===== src/rtl/order_arbiter.sv =====
// Round-robin scheduler sharing the matching engine's single order-entry port.
// Issues one registered order at a time, then idles GAP cycles so the book settles.
module order_arbiter #(
    parameter int NUM_SRC = 4,
    parameter int SRC_W   = 2,
    parameter int PRICE_W = 8,
    parameter int GAP     = 2
) (
    input  logic                       clk,
    input  logic                       reset,
    input  logic [NUM_SRC-1:0]         req,
    input  logic [NUM_SRC-1:0]         side,
    input  logic [NUM_SRC*PRICE_W-1:0] price,
    input  logic                       halt,
    output logic [NUM_SRC-1:0]         grant,
    output logic                       out_valid,
    output logic                       out_side,
    output logic [PRICE_W-1:0]         out_price,
    output logic [SRC_W-1:0]           out_src,
    output logic                       busy,
    output logic [7:0]                 order_count,
    output logic [1:0]                 state_dbg
);

    typedef enum logic [1:0] {
        S_IDLE   = 2'd0,
        S_ISSUE  = 2'd1,
        S_GAP    = 2'd2,
        S_HALTED = 2'd3
    } state_t;

    localparam logic [3:0] GAP_INIT = (GAP > 0) ? 4'(GAP - 1) : 4'd0;

    state_t               state, state_d;
    logic [3:0]           gap_cnt, gap_cnt_d;
    logic [SRC_W-1:0]     last_grant, last_grant_d;
    logic [NUM_SRC-1:0]   grant_d;
    logic                 valid_d, side_d, busy_d;
    logic [PRICE_W-1:0]   price_d;
    logic [SRC_W-1:0]     src_d;
    logic [7:0]           count_d;

    logic                 found;
    logic [SRC_W-1:0]     sel, cand;

    // Search starts one past the last winner so a continuous requester waits at most NUM_SRC slots.
    always_comb begin
        found = 1'b0;
        sel   = '0;
        cand  = '0;
        for (int k = 1; k <= NUM_SRC; k++) begin
            cand = SRC_W'((int'(last_grant) + k) % NUM_SRC);
            if (!found && req[cand]) begin
                found = 1'b1;
                sel   = cand;
            end
        end
    end

    always_comb begin
        state_d      = state;
        gap_cnt_d    = gap_cnt;
        last_grant_d = last_grant;
        grant_d      = '0;
        valid_d      = 1'b0;
        side_d       = out_side;
        price_d      = out_price;
        src_d        = out_src;
        count_d      = order_count;
        case (state)
            S_IDLE: begin
                if (halt) begin
                    state_d = S_HALTED;
                end else if (found) begin
                    grant_d      = NUM_SRC'(1) << sel;
                    valid_d      = 1'b1;
                    side_d       = side[sel];
                    price_d      = price[int'(sel)*PRICE_W +: PRICE_W];
                    src_d        = sel;
                    last_grant_d = sel;
                    count_d      = order_count + 8'd1;
                    state_d      = S_ISSUE;
                end
            end
            S_ISSUE: begin
                if (GAP == 0) begin
                    state_d = S_IDLE;
                end else begin
                    state_d   = S_GAP;
                    gap_cnt_d = GAP_INIT;
                end
            end
            S_GAP: begin
                if (gap_cnt == 4'd0) state_d = S_IDLE;
                else                 gap_cnt_d = gap_cnt - 4'd1;
            end
            S_HALTED: begin
                if (!halt) state_d = S_IDLE;
            end
            default: state_d = S_IDLE;
        endcase
        busy_d = (state_d == S_ISSUE) || (state_d == S_GAP);
    end

    always_ff @(posedge clk or negedge reset) begin
        if (!reset) begin
            state       <= S_IDLE;
            gap_cnt     <= 4'd0;
            last_grant  <= SRC_W'(NUM_SRC - 1);
            grant       <= '0;
            out_valid   <= 1'b0;
            out_side    <= 1'b0;
            out_price   <= '0;
            out_src     <= '0;
            busy        <= 1'b0;
            order_count <= 8'd0;
        end else begin
            state       <= state_d;
            gap_cnt     <= gap_cnt_d;
            last_grant  <= last_grant_d;
            grant       <= grant_d;
            out_valid   <= valid_d;
            out_side    <= side_d;
            out_price   <= price_d;
            out_src     <= src_d;
            busy        <= busy_d;
            order_count <= count_d;
        end
    end

    assign state_dbg = state;

endmodule


===== config.mk =====
export PLATFORM = sky130hd
export DESIGN_NAME = order_arbiter
export DESIGN_NICKNAME = d
export VERILOG_FILES = /design/src/rtl/order_arbiter.sv
export SDC_FILE = /design/constraint.sdc
export NUM_CORES = 1
export LEC_CHECK = 0
export BUFFER_PORTS_ARGS = -buffer_cell sky130_fd_sc_hd__buf_2
export CAP_MARGIN = 15
export CORE_MARGIN = 10
export CORE_UTILIZATION = 35
export DETAILED_ROUTE_END_ITERATION = 8
export GPL_ROUTABILITY_DRIVEN = 0
export SYNTH_ARGS = -nofsm -noshare
export SYNTH_HDL_FRONTEND = slang
export SYNTH_SLANG_ARGS = --single-unit

===== constraint.sdc =====
create_clock -name clk -period 1.65 [get_ports clk]
set_clock_uncertainty 0.05 [all_clocks]
set_input_delay 0.165 -clock clk [delete_from_list [all_inputs] [get_ports clk]]
set_output_delay 0.165 -clock clk [all_outputs]
set_load 0.05 [all_outputs]

==> reports/qor_table.md, run 1 <==
| Result | Reported | Unit |
| --- | --- | --- |
| Die ar. | 8410 | um2 |
| Pin count of the biggest net entering global routing | 19 | - |
| Area share of and/or/nand/nor cells after synthesis | 0.147 | - |
| Flop and latch count out of synthesis | 33 | - |
| Final Worst Setup Slack | -0.0277 | ns |
| Post-Syn Area | 1800 | um2 |
| Clock latency on the worst-skew pair | 0.29 | ns |
| Setup crit start kind | register | - |
| Vertical extent of the die | 91.7 | um |
| Effective utilization at floorplan | 0.357 | - |
| Power density relative to cell area | 1920 | nW/um2 |
| Final core utilization | 0.495 | - |
| Fill cell instance count of the final layout | 476 | - |
| Final wirelength | 4680 | um |
| Detailed-route DRC error count | 0 | - |
| Total grt overflow | 0 | - |
| Final Setup Violations | 8 | - |
| Combinational cell fraction of total power | 0.590 | - |
| Highest ir drop seen on vdd | 0.000792 | V |
| Gate count after technology mapping | 159 | - |
| Total iterations of the first detailed-routing run | 4 | - |
| Number of synthesized flops with an enable pin | 0 | - |
| Number of distinct library cells after synthesis | 45 | - |
| Leak Pwr | 1.23 | nW |
| Most frequently used flop master after synthesis | sky130_fd_sc_hd__dfrtp_1 | - |
| Most common cell after layout, fill and taps aside | sky130_fd_sc_hd__buf_2 | - |
| Most frequent cells in the layout | sky130_fd_sc_hd__buf_2 (69), sky130_fd_sc_hd__dfrtp_1 (29), sky130_fd_sc_hd__mux2i_1 (22) | - |
| Clock network fraction of design power | 0.123 | - |
| Antenna diode count | 0 | - |
| Root cell of the clock tree | sky130_fd_sc_hd__clkbuf_8 | - |
| Number of global-route vias before repair | 1602 | - |
| Layout net count | 294 | - |
| Critical setup path kind | register to register | - |
| Syn Nets | 204 | - |
| Mean area per synthesized cell | 11.3 | um2 |
| Final-report max-slew violation count | 0 | - |
| Horizontal extent of the die | 91.7 | um |
| Status | complete, but fails checks | - |
| Post-detailed-route count of antenna-violating nets | 0 | - |
| Worst reg-to-reg path cell count | 6 | - |
| RSZ-0062 raised after global routing | true | - |
| Combined flip-flop and latch cell area | 831 | um2 |
| Max Clk Rate | 596 | MHz |
| Count of input and output buffers | 69 | - |
| Design internal power | 0.00249 | W |
| Total CTS buffers | 5 | - |
| Adder-Cell Fraction of Synth Area | 0.0139 | - |
| Fraction of final layout cells sized beyond drive strength 1 | 0.496 | - |
| Kind of end point of the critical path | register | - |
| Clk pin slew, worst setup/hold paths | 0.07 | ns |
| Slew at the pin closest to its max-slew limit | 0.400 | ns |
| Buffers inserted by post-CTS timing repair | 0 | - |
| Number of hold-slack violations in the final timing report | 0 | - |
| Overall Global Routing Usage | 0.108 | - |
| Min-delay worst type | input pin to register | - |
| CTS Buffer Depth | 2 | - |
| H-tree Lvls | 2 | - |
| Post-synthesis compound-gate area fraction | 0.170 | - |
| Post-DP Area | 2350 | um2 |
| Number of antenna violations at the first check in global routing | 0 | - |
| Required time of the critical path | 1.79 | ns |
| Area share of xor/xnor cells in the synthesized design | 0.0341 | - |
| Async set-reset flop share out of synthesis | 1.00 | - |
| Boundary Pins | 70 | - |
| Highest net fanout along the worst path | 18 | - |
| Post-synthesis sequential area ratio | 0.460 | - |
| Violated checks | negative setup slack | - |
| Min Clock Period, post-route | 1.68 | ns |
| Fraction of synthesized area in multiplexers | 0.122 | - |
| Switch share | 0.479 | - |
| Final total power | 0.00478 | W |
| Tcrit/Tclk final | 1.02 | - |
| P&R area growth vs syn | 38.6 | % |
| Main combinational cell family by area after synthesis | compound AO/OA/AOI/OAI gates | - |
| Max-capacitance violation count | 0 | - |
| Std-Cell Rows | 26 | - |
| Wire length per cell after detailed routing | 14.6 | um |
| Number of warning messages in the yosys log | 0 | - |
| Area occupied by multi-input gates | 908 | um2 |
| TritonCTS clock tree | yes | - |
| Net switching power figure | 0.00229 | W |
| Max-slew headroom | 0.733 | - |
| Post-detailed-route via-to-cell ratio | 4.81 | - |
| Flop2flop setup slack | -0.03 | ns |
| Portion of total power attributed to sequential cells | 0.288 | - |
| DRT iter0 DRCs | 73 | - |
| CP Data Arrival Time | 1.82 | ns |
| Sum of net half-perimeters after detailed placement | 3630 | um |
| Count of cells along the worst hold path | 3 | - |
| Core Box Area | 5040 | um2 |
| Smallest hold slack | 0.142 | ns |
| Total number of clock tree sinks | 33 | - |
| Post-Layout Inst Area | 2490 | um2 |
| Global-route wire length before repair | 7550 | um |
| Vias after detailed routing | 1540 | - |
power by group through the flow:
stage / logic [W] / clock network [W] / registers, W
2_1_floorplan: 0.00120 / 0 / 0.00224
3_3_place_gp: 0.00277 / 0 / 0.00139
3_5_place_dp: 0.00279 / 0 / 0.00139
4_1_cts: 0.00279 / 0.000607 / 0.00138
5_1_grt: 0.00301 / 0.000641 / 0.00143
6_report: 0.00282 / 0.000586 / 0.00138
worst max-delay path, stage by stage (launching register included):
cell and delay [ns]:
sky130_fd_sc_hd__dfstp_2 0.56, sky130_fd_sc_hd__mux2i_1 0.18, sky130_fd_sc_hd__o22a_1 0.14, sky130_fd_sc_hd__o21ai_2 0.07
sky130_fd_sc_hd__buf_12 0.17, sky130_fd_sc_hd__mux2i_1 0.14, sky130_fd_sc_hd__a221oi_2 0.26
metrics by stage:
stage	setup TNS [ns]	instances	worst slack [ns]
3_5_place_dp	-0.0748	310	-0.0183
5_1_grt	-1.04	320	-0.130
6_report	-0.102	320	-0.0277
2_1_floorplan	-0.774	159	-0.0919
4_1_cts	-0.179	319	-0.0299
3_3_place_gp	0	310	0.0132
layer usage:
metal / vias up / part of all wire / GRT usage
met3: 9 / 0.044 / 0.0367
met4: 0 / 0.014 / 0.0347
met1: 734 / 0.44 / 0.127
li1: 761 / - / -
met2: 36 / 0.50 / 0.182
met5: - / 0 / 0
path summary, 6_finish.rpt:
path                                start              to
max                         last_grant[1]    out_price[1]
min                                  halt    state_dbg[0]
max reg2reg                 last_grant[1]    out_price[1]
min reg2reg                order_count[7]  order_count[7]
max in group asynchronous           reset   last_grant[1]
min in group asynchronous           reset      gap_cnt[0]
cells in the mapped netlist, types with 2 or more instances:
cell                       instances  area, um2
sky130_fd_sc_hd__nor2b_1           2       12.5
sky130_fd_sc_hd__a211oi_1          2       15.0
sky130_fd_sc_hd__nand3_1           4       20.0
sky130_fd_sc_hd__a21oi_1           5       25.0
sky130_fd_sc_hd__dfrtp_1          31        776
sky130_fd_sc_hd__ha_1              2       25.0
sky130_fd_sc_hd__o21ai_0           2       10.0
sky130_fd_sc_hd__o21a_1            2       15.0
sky130_fd_sc_hd__nand2_1           9       33.8
sky130_fd_sc_hd__nor4_1            2       12.5
sky130_fd_sc_hd__nor2_1           15       56.3
sky130_fd_sc_hd__buf_6             3       33.8
sky130_fd_sc_hd__o21ai_1           2       10.0
sky130_fd_sc_hd__clkbuf_1          3       11.3
sky130_fd_sc_hd__xnor2_1           6       52.6
sky130_fd_sc_hd__nor3_1            2       10.0
sky130_fd_sc_hd__dfstp_2           2       52.6
sky130_fd_sc_hd__o22ai_1           2       12.5
sky130_fd_sc_hd__a21o_1            2       15.0
sky130_fd_sc_hd__a221oi_2          9        135
sky130_fd_sc_hd__mux2i_1          22        220
sky130_fd_sc_hd__inv_1             3       11.3
sky130_fd_sc_hd__nand2b_1          4       25.0
sky130_fd_sc_hd__nand4_1           2       12.5
cells by family after synthesis:
group | Yosys count
compound gates | 34
xor+xnor | 7
fa+ha+maj | 2
buf+inv | 12
flops | 33
mux | 22
simple gates | 49
state kept, by name, indices dropped and copies added, names as in the netlist:
register,cells
out_src,2
busy,1
state_dbg,2
out_side,1
last_grant,2
out_price,8
out_valid,1
order_count,8
grant,4
gap_cnt,4
layout make-up:
cell class	instances	share of cell area
inverters	4	0.00652
multi-input cells	114	0.364
clock buffers	6	0.0291
clock inverters	2	0.00401
repair buffers	91	0.228
well taps	70	0.0351
flip-flops and latches	33	0.333
what timing repair did:
action	4_1_cts	5_1_grt
hold endpoints to repair	16	0
gates cloned	0	1
pin swaps	0	5
endpoints found under the setup margin	9	17
hold buffers	1	0
resized for setup	0	6
Power figures use the tool's default switching activity.
==> run 2: changes to the inputs <==
ABC_AREA = 1   (was not set)
==> run 2 against run 1 <==
The run still ends with negative setup slack left. Register-to-register slack worse by 0.39 ns. Synthesized area up 8.3%. Via count up 39%. Hold slack better by 0.013 ns. Routed wire length up 42%. Setup slack worse by 0.39 ns. Count of clock-buffer cells in the layout down 1. Critical endpoint is now out_price[0]. Core utilization up 8.1 points.
==> reports/qor_table.md, run 2 <==
| Result | Reported | Unit |
| --- | --- | --- |
| Layout net count | 412 | - |
| Post-detailed-route count of antenna-violating nets | 0 | - |
| RSZ-0062 raised after global routing | true | - |
| Horizontal extent of the die | 94.6 | um |
| CP Data Arrival Time | 2.19 | ns |
| Root cell of the clock tree | sky130_fd_sc_hd__clkbuf_8 | - |
| Syn Nets | 309 | - |
| Detailed-route DRC error count | 0 | - |
| Slew at the pin closest to its max-slew limit | 0.392 | ns |
| Start of the worst register-to-register path | last_grant[0] | - |
| Status | complete, but fails checks | - |
| Number of antenna violations at the first check in global routing | 0 | - |
| Count of cells along the worst hold path | 3 | - |
| Flop2flop setup slack | -0.41 | ns |
| Async set-reset flop share out of synthesis | 1.00 | - |
| Tcrit/Tclk final | 1.25 | - |
| Number of warning messages in the yosys log | 0 | - |
| Worst reg-to-reg path cell count | 15 | - |
| Fraction of final layout cells sized beyond drive strength 1 | 0.473 | - |
| Clock latency on the worst-skew pair | 0.28 | ns |
| Violated checks | negative setup slack | - |
| Post-DP Area | 2500 | um2 |
| Setup crit start kind | register | - |
| Final Setup Violations | 28 | - |
| Clk pin slew, worst setup/hold paths | 0.08 | ns |
| Boundary Pins | 70 | - |
| Hold path start | halt | - |
| Leading post-synthesis cells by cell area | sky130_fd_sc_hd__dfrtp_1 (40%), sky130_fd_sc_hd__nand2_1 (19%), sky130_fd_sc_hd__nand3_1 (14%) | - |
| Terminus of the critical flop-to-flop path | out_price[0] | - |
| Most common cell after layout, fill and taps aside | sky130_fd_sc_hd__nand2_1 | - |
| Final-report max-slew violation count | 0 | - |
| Sum of net half-perimeters after detailed placement | 4560 | um |
| Gate count after technology mapping | 264 | - |
| Die ar. | 8950 | um2 |
| Post-Layout Inst Area | 3130 | um2 |
| Yosys top cell by area | sky130_fd_sc_hd__dfrtp_1 | - |
| Final total power | 0.00836 | W |
| Effective utilization at floorplan | 0.358 | - |
| Share of the synthesized area in the top cell type | 0.398 | - |
| Kind of end point of the critical path | register | - |
| Core Box Area | 5440 | um2 |
| Number of distinct library cells after synthesis | 27 | - |
| Min-delay worst type | input pin to register | - |
| Total number of clock tree sinks | 33 | - |
| Min Clock Period, post-route | 2.06 | ns |
| Most frequent cells after synthesis | sky130_fd_sc_hd__nand2_1 (98), sky130_fd_sc_hd__nand3_1 (55), sky130_fd_sc_hd__dfrtp_1 (31), sky130_fd_sc_hd__inv_1 (20), sky130_fd_sc_hd__nor2_1 (13) | - |
| Number of global-route vias before repair | 2228 | - |
| Count leader, synth | sky130_fd_sc_hd__nand2_1 | - |
| Count of input and output buffers | 69 | - |
| CTS Buffer Depth | 2 | - |
| Max-slew headroom | 0.739 | - |
| Wire length per cell after detailed routing | 15.1 | um |
| Total grt overflow | 0 | - |
| Top Registers | order_count x8, out_price x8 | - |
| Vertical extent of the die | 94.6 | um |
| Fill cell instance count of the final layout | 512 | - |
| Overall Global Routing Usage | 0.147 | - |
| Total iterations of the first detailed-routing run | 4 | - |
| Most frequent cells in the layout | sky130_fd_sc_hd__nand2_1 (75), sky130_fd_sc_hd__buf_2 (69), sky130_fd_sc_hd__nand3_1 (45) | - |
| Flop and latch count out of synthesis | 33 | - |
| H-tree Lvls | 2 | - |
| Highest net fanout along the worst path | 10 | - |
| Critical setup path kind | register to register | - |
| DRT iter0 DRCs | 119 | - |
| Post-Syn Area | 1950 | um2 |
| Highest ir drop seen on vdd | 0.00120 | V |
| Endpoint of the worst hold path | state_dbg[0] | - |
| Required time of the critical path | 1.78 | ns |
| Pin count of the biggest net entering global routing | 20 | - |
| Placement Setup Slack | -0.400 | ns |
| Post-detailed-route via-to-cell ratio | 4.87 | - |
| Max Clk Rate | 485 | MHz |
| Number of hold-slack violations in the final timing report | 0 | - |
| Power density relative to cell area | 2670 | nW/um2 |
| Final Worst Setup Slack | -0.414 | ns |
| Mean area per synthesized cell | 7.38 | um2 |
| Smallest hold slack | 0.155 | ns |
| Final core utilization | 0.576 | - |
| Post-synthesis sequential area ratio | 0.425 | - |
| Final wirelength | 6630 | um |
| P&R area growth vs syn | 60.8 | % |
| Antenna diode count | 0 | - |
| TritonCTS clock tree | yes | - |
| Leak Pwr | 1.68 | nW |
| Most frequently used flop master after synthesis | sky130_fd_sc_hd__dfrtp_1 | - |
| Total CTS buffers | 5 | - |
| Vias after detailed routing | 2142 | - |
| Std-Cell Rows | 27 | - |
| Max-capacitance violation count | 0 | - |
| Number of synthesized flops with an enable pin | 0 | - |
| Global-route wire length before repair | 10500 | um |
[run 2: stage by stage]
stage / instances / TNS, ns
after global placement: 414 / -6.44
after detailed placement: 414 / -7.99
after CTS: 438 / -7.25
after global routing: 440 / -11.35
final: 440 / -7.96
after floorplan: 264 / -6.13
[run 2: layout make-up]
class / instances / area, um2 / share of cell area
well taps: 72 / 90.1 / 0.0288
repair buffers: 104 / 738 / 0.236
flip-flops and latches: 33 / 830 / 0.265
multi-input cells: 199 / 1240 / 0.396
clock inverters: 3 / 65.1 / 0.0208
clock buffers: 5 / 68.8 / 0.0220
inverters: 24 / 100 / 0.0319
[run 2: cell families after synthesis]
| family | count (synthesis) | synth area share |
|---|---|---|
| AND/OR/NAND/NOR | 180 | 0.414 |
| buffers and inverters | 35 | 0.0976 |
| flip-flops | 33 | 0.425 |
| AO/OA/AOI/OAI | 8 | 0.0238 |
| XOR/XNOR | 6 | 0.0270 |
| adder cells (fa/ha/maj) | 2 | 0.0128 |
[run 2: worst max-delay path, stage by stage (launching register included)]
cell	delay, ns
sky130_fd_sc_hd__dfstp_2	0.58
sky130_fd_sc_hd__inv_4	0.07
sky130_fd_sc_hd__nand2_1	0.07
sky130_fd_sc_hd__nand2_2	0.07
sky130_fd_sc_hd__nand2_2	0.09
sky130_fd_sc_hd__nand2_4	0.07
sky130_fd_sc_hd__inv_2	0.06
sky130_fd_sc_hd__nand2_4	0.08
sky130_fd_sc_hd__nor2_4	0.11
sky130_fd_sc_hd__nand2_4	0.10
sky130_fd_sc_hd__buf_12	0.14
sky130_fd_sc_hd__buf_16	0.13
sky130_fd_sc_hd__nand3_1	0.07
sky130_fd_sc_hd__nand3_1	0.11
sky130_fd_sc_hd__nand3_2	0.09
sky130_fd_sc_hd__nand2_1	0.06
[run 2: timing repair]
action                                  4_1_cts  5_1_grt
setup buffers                                11        1
hold buffers                                  1        0
endpoints found under the hold margin        15        0
gates cloned                                  4        1
resized for setup                            46       23
pin swaps                                    14       11
endpoints found under the setup margin       28       28
[run 2: layer usage]
layer  global-route usage  vias to the layer above  part of all wire
met5                    0                        -                 0
met4               0.0549                        0             0.017
met3               0.0523                       10             0.092
met2                0.251                       82              0.49
met1                0.164                      991              0.40
li1                     -                     1059                 -
[run 2: how the worst max path moves through the flow]
stage | startpoint | end | slack [ns] | cells past startpoint
finish | last_grant[0] | out_price[0] | -0.41 | 15
global route | last_grant[0] | out_price[4] | -0.54 | 14
CTS | last_grant[0] | out_price[5] | -0.32 | 15
detailed placement | last_grant[0] | out_price[1] | -0.40 | 13
global placement | last_grant[0] | out_price[3] | -0.33 | 14
floorplan | last_grant[0] | out_price[4] | -0.33 | 17
[run 2: power breakdown]
group | leakage (nW) | total (W) | internal [W] | switching, W
logic | 1.20 | 0.00609 | 0.00234 | 0.00375
clock network | 0.0681 | 0.000925 | 0.000600 | 0.000325
registers | 0.418 | 0.00134 | 0.00114 | 0.000204
==> run 3: changes to the inputs <==
BUFFER_PORTS_ARGS = not set   (was -buffer_cell sky130_fd_sc_hd__buf_2)
DONT_BUFFER_PORTS = 1   (was not set)
MAX_ROUTING_LAYER = met4   (was not set)
==> run 3 against run 2 <==
Clock power down 34%. Largest cell class unchanged. Critical path type unchanged. Sequential share of layout area up 5.9 points. Core utilization is 10 points lower. Sequential cell count unchanged. Hold slack got worse by 0.14 ns. The run still ends with negative setup slack left. Largest power group unchanged. Design area fell by 18%.
==> reports/qor_table.md, run 3 (synthesis gave the netlist of run 2 again) <==
| Result | Reported | Unit |
| --- | --- | --- |
| Status | complete, but fails checks | - |
| Violated checks | negative setup slack | - |
| CTS Buffer Depth | 2 | - |
| Horizontal extent of the die | 94.6 | um |
| Effective utilization at floorplan | 0.358 | - |
| Endpoint of the worst hold path | state_dbg[0] | - |
| Core Box Area | 5440 | um2 |
| Terminus of the critical flop-to-flop path | out_price[3] | - |
| Required time of the critical path | 1.77 | ns |
| Final total power | 0.00693 | W |
| CP Data Arrival Time | 2.11 | ns |
| Max-slew headroom | 0.644 | - |
| Global-route wire length before repair | 8830 | um |
| Fraction of final layout cells sized beyond drive strength 1 | 0.303 | - |
| Instance count after placement with tap cells included | 351 | - |
| Number of antenna violations at the first check in global routing | 0 | - |
| Max-capacitance violation count | 0 | - |
| Clock latency on the worst-skew pair | 0.28 | ns |
| Overall Global Routing Usage | 0.130 | - |
| Top Registers | order_count x8, out_price x8 | - |
| Clk pin slew, worst setup/hold paths | 0.06 | ns |
| TritonCTS clock tree | yes | - |
| Tcrit/Tclk final | 1.20 | - |
| Final Worst Setup Slack | -0.333 | ns |
| Critical setup path kind | register to register | - |
| Slowest CP cell | sky130_fd_sc_hd__dfstp_2 | - |
| Design internal power | 0.00326 | W |
| Number of global-route vias before repair | 1756 | - |
| Boundary Pins | 70 | - |
| Die ar. | 8950 | um2 |
| Detailed-route DRC error count | 0 | - |
| Final-report max-slew violation count | 0 | - |
| Vias after detailed routing | 1801 | - |
| Count of cells along the worst hold path | 2 | - |
| P&R area growth vs syn | 31.6 | % |
| Setup TNS | -7.40 | ns |
| Start of the worst register-to-register path | last_grant[0] | - |
| Layout net count | 342 | - |
| Switch share | 0.531 | - |
| Most used cell, CP | sky130_fd_sc_hd__nand2_1 | - |
| Pin count of the biggest net entering global routing | 34 | - |
| DRT iter0 DRCs | 54 | - |
| Worst reg-to-reg path cell count | 14 | - |
| Portion of total power attributed to sequential cells | 0.286 | - |
| Number of buffers and inverters on the critical path | 2 | - |
| Final core utilization | 0.471 | - |
| Total number of clock tree sinks | 33 | - |
| Root cell of the clock tree | sky130_fd_sc_hd__clkbuf_8 | - |
| Max Clk Rate | 504 | MHz |
| Total iterations of the first detailed-routing run | 4 | - |
| Most common cell after layout, fill and taps aside | sky130_fd_sc_hd__nand2_1 | - |
| Highest ir drop seen on vdd | 0.00113 | V |
| Hold path start | halt | - |
| Top Family by Delay on Critical Path | simple AND/OR/NAND/NOR gates | - |
| Wire length per cell after detailed routing | 15.7 | um |
| Total grt overflow | 0 | - |
| Min-delay worst type | input pin to register | - |
| Power density relative to cell area | 2700 | nW/um2 |
| Std-Cell Rows | 27 | - |
| Slew at the pin closest to its max-slew limit | 0.534 | ns |
| Net switching power figure | 0.00368 | W |
| Most frequent cells in the layout | sky130_fd_sc_hd__nand2_1 (80), sky130_fd_sc_hd__nand3_1 (50), sky130_fd_sc_hd__dfrtp_1 (30) | - |
| Min Clock Period, post-route | 1.98 | ns |
| Leak Pwr | 1.31 | nW |
| RSZ-0062 raised after global routing | true | - |
| Antenna diode count | 0 | - |
| H-tree Lvls | 2 | - |
| Post-layout instance count excluding filler cells | 369 | - |
| Flop2flop setup slack | -0.33 | ns |
| Combinational cell fraction of total power | 0.627 | - |
| Final Setup Violations | 28 | - |
| Peak per-stage delay on the critical path | 0.60 | ns |
| Post-detailed-route count of antenna-violating nets | 0 | - |
| Highest net fanout along the worst path | 10 | - |
| Clock network fraction of design power | 0.088 | - |
| Final wirelength | 5790 | um |
| Post-detailed-route via-to-cell ratio | 4.88 | - |
| Vertical extent of the die | 94.6 | um |
| Total CTS buffers | 5 | - |
| Number of hold-slack violations in the final timing report | 0 | - |
| Setup crit start kind | register | - |
| Kind of end point of the critical path | register | - |
| Cell-by-cell trace of the critical path | inv_4 > nand2_1 > nand2_1 > nand2_1 > nand2_2 > nand2_1 > nand2_2 > nor2_4 > nand2_4 > buf_12 > nand3_1 > nand3_1 > nand3_1 > nand2_1 | - |
| Count of input and output buffers | 0 | - |
| Sum of net half-perimeters after detailed placement | 4210 | um |
==> run 3: how the worst max path moves through the flow <==
| stage | slack, ns | start | cells past startpoint | to |
|---|---|---|---|---|
| after global routing | -0.51 | last_grant[0] | 14 | out_price[2] |
| after CTS | -0.30 | last_grant[0] | 14 | out_price[1] |
| after detailed placement | -0.38 | last_grant[0] | 13 | out_price[5] |
| after global placement | -0.31 | last_grant[0] | 14 | out_price[2] |
| after floorplan | -0.33 | last_grant[0] | 17 | out_price[4] |
| final | -0.33 | last_grant[0] | 14 | out_price[3] |
==> run 3: power groups by stage <==
| stage | registers [W] | clock network, W | logic [W] |
|---|---|---|---|
| after global routing | 0.00203 | 0.000674 | 0.00480 |
| after global placement | 0.00199 | 0 | 0.00347 |
| after floorplan | 0.00213 | 0 | 0.00251 |
| final | 0.00198 | 0.000609 | 0.00435 |
| after detailed placement | 0.00200 | 0 | 0.00348 |
| after CTS | 0.00199 | 0.000639 | 0.00402 |
==> run 3: layout make-up <==
cell class                 count  area, um2
timing repair inverter         1       7.51
timing repair buffer          36        392
inverter                      24       97.6
sequential                    33        830
tap                           72       90.1
multi-input combinational    196       1060
clock buffer                   7       86.3
fill                         548       2880
==> run 3: metal layers <==
metal / global-route usage / up-vias / part of all wire
met5: - / - / 0
li1: - / 915 / -
met2: 0.204 / 62 / 0.47
met4: 0.0411 / 0 / 0.012
met1: 0.150 / 820 / 0.40
met3: 0.0492 / 4 / 0.11
==> run 3: what timing repair did <==
action / in CTS / in global routing
hold buffers: 2 / 0
endpoints found under the hold margin: 33 / 0
buffers inserted: 6 / 1
pin swaps: 2 / 4
setup endpoints to repair: 28 / 28
resized for setup: 29 / 12
gates cloned: 1 / 1
==> run 3: stage by stage <==
| step | setup slack, ns | area (um2) | hold slack (ns) |
|---|---|---|---|
| 4_1_cts | -0.302 | 2480 | 0.00214 |
| 2_1_floorplan | -0.325 | 1990 | -0.181 |
| 6_report | -0.333 | 2560 | 0.0130 |
| 3_3_place_gp | -0.309 | 2210 | -0.179 |
| 3_5_place_dp | -0.385 | 2210 | -0.179 |
| 5_1_grt | -0.506 | 2560 | 0.0609 |
==> run 3: worst register-to-register path: stages, from the launching register on <==
cell and delay, ns:
sky130_fd_sc_hd__dfstp_2 0.60, sky130_fd_sc_hd__inv_4 0.08, sky130_fd_sc_hd__nand2_1 0.06, sky130_fd_sc_hd__nand2_1 0.07, sky130_fd_sc_hd__nand2_1 0.08, sky130_fd_sc_hd__nand2_2 0.07, sky130_fd_sc_hd__nand2_1 0.08, sky130_fd_sc_hd__nand2_2 0.08
sky130_fd_sc_hd__nor2_4 0.13, sky130_fd_sc_hd__nand2_4 0.10, sky130_fd_sc_hd__buf_12 0.16, sky130_fd_sc_hd__nand3_1 0.07, sky130_fd_sc_hd__nand3_1 0.10, sky130_fd_sc_hd__nand3_1 0.09, sky130_fd_sc_hd__nand2_1 0.05
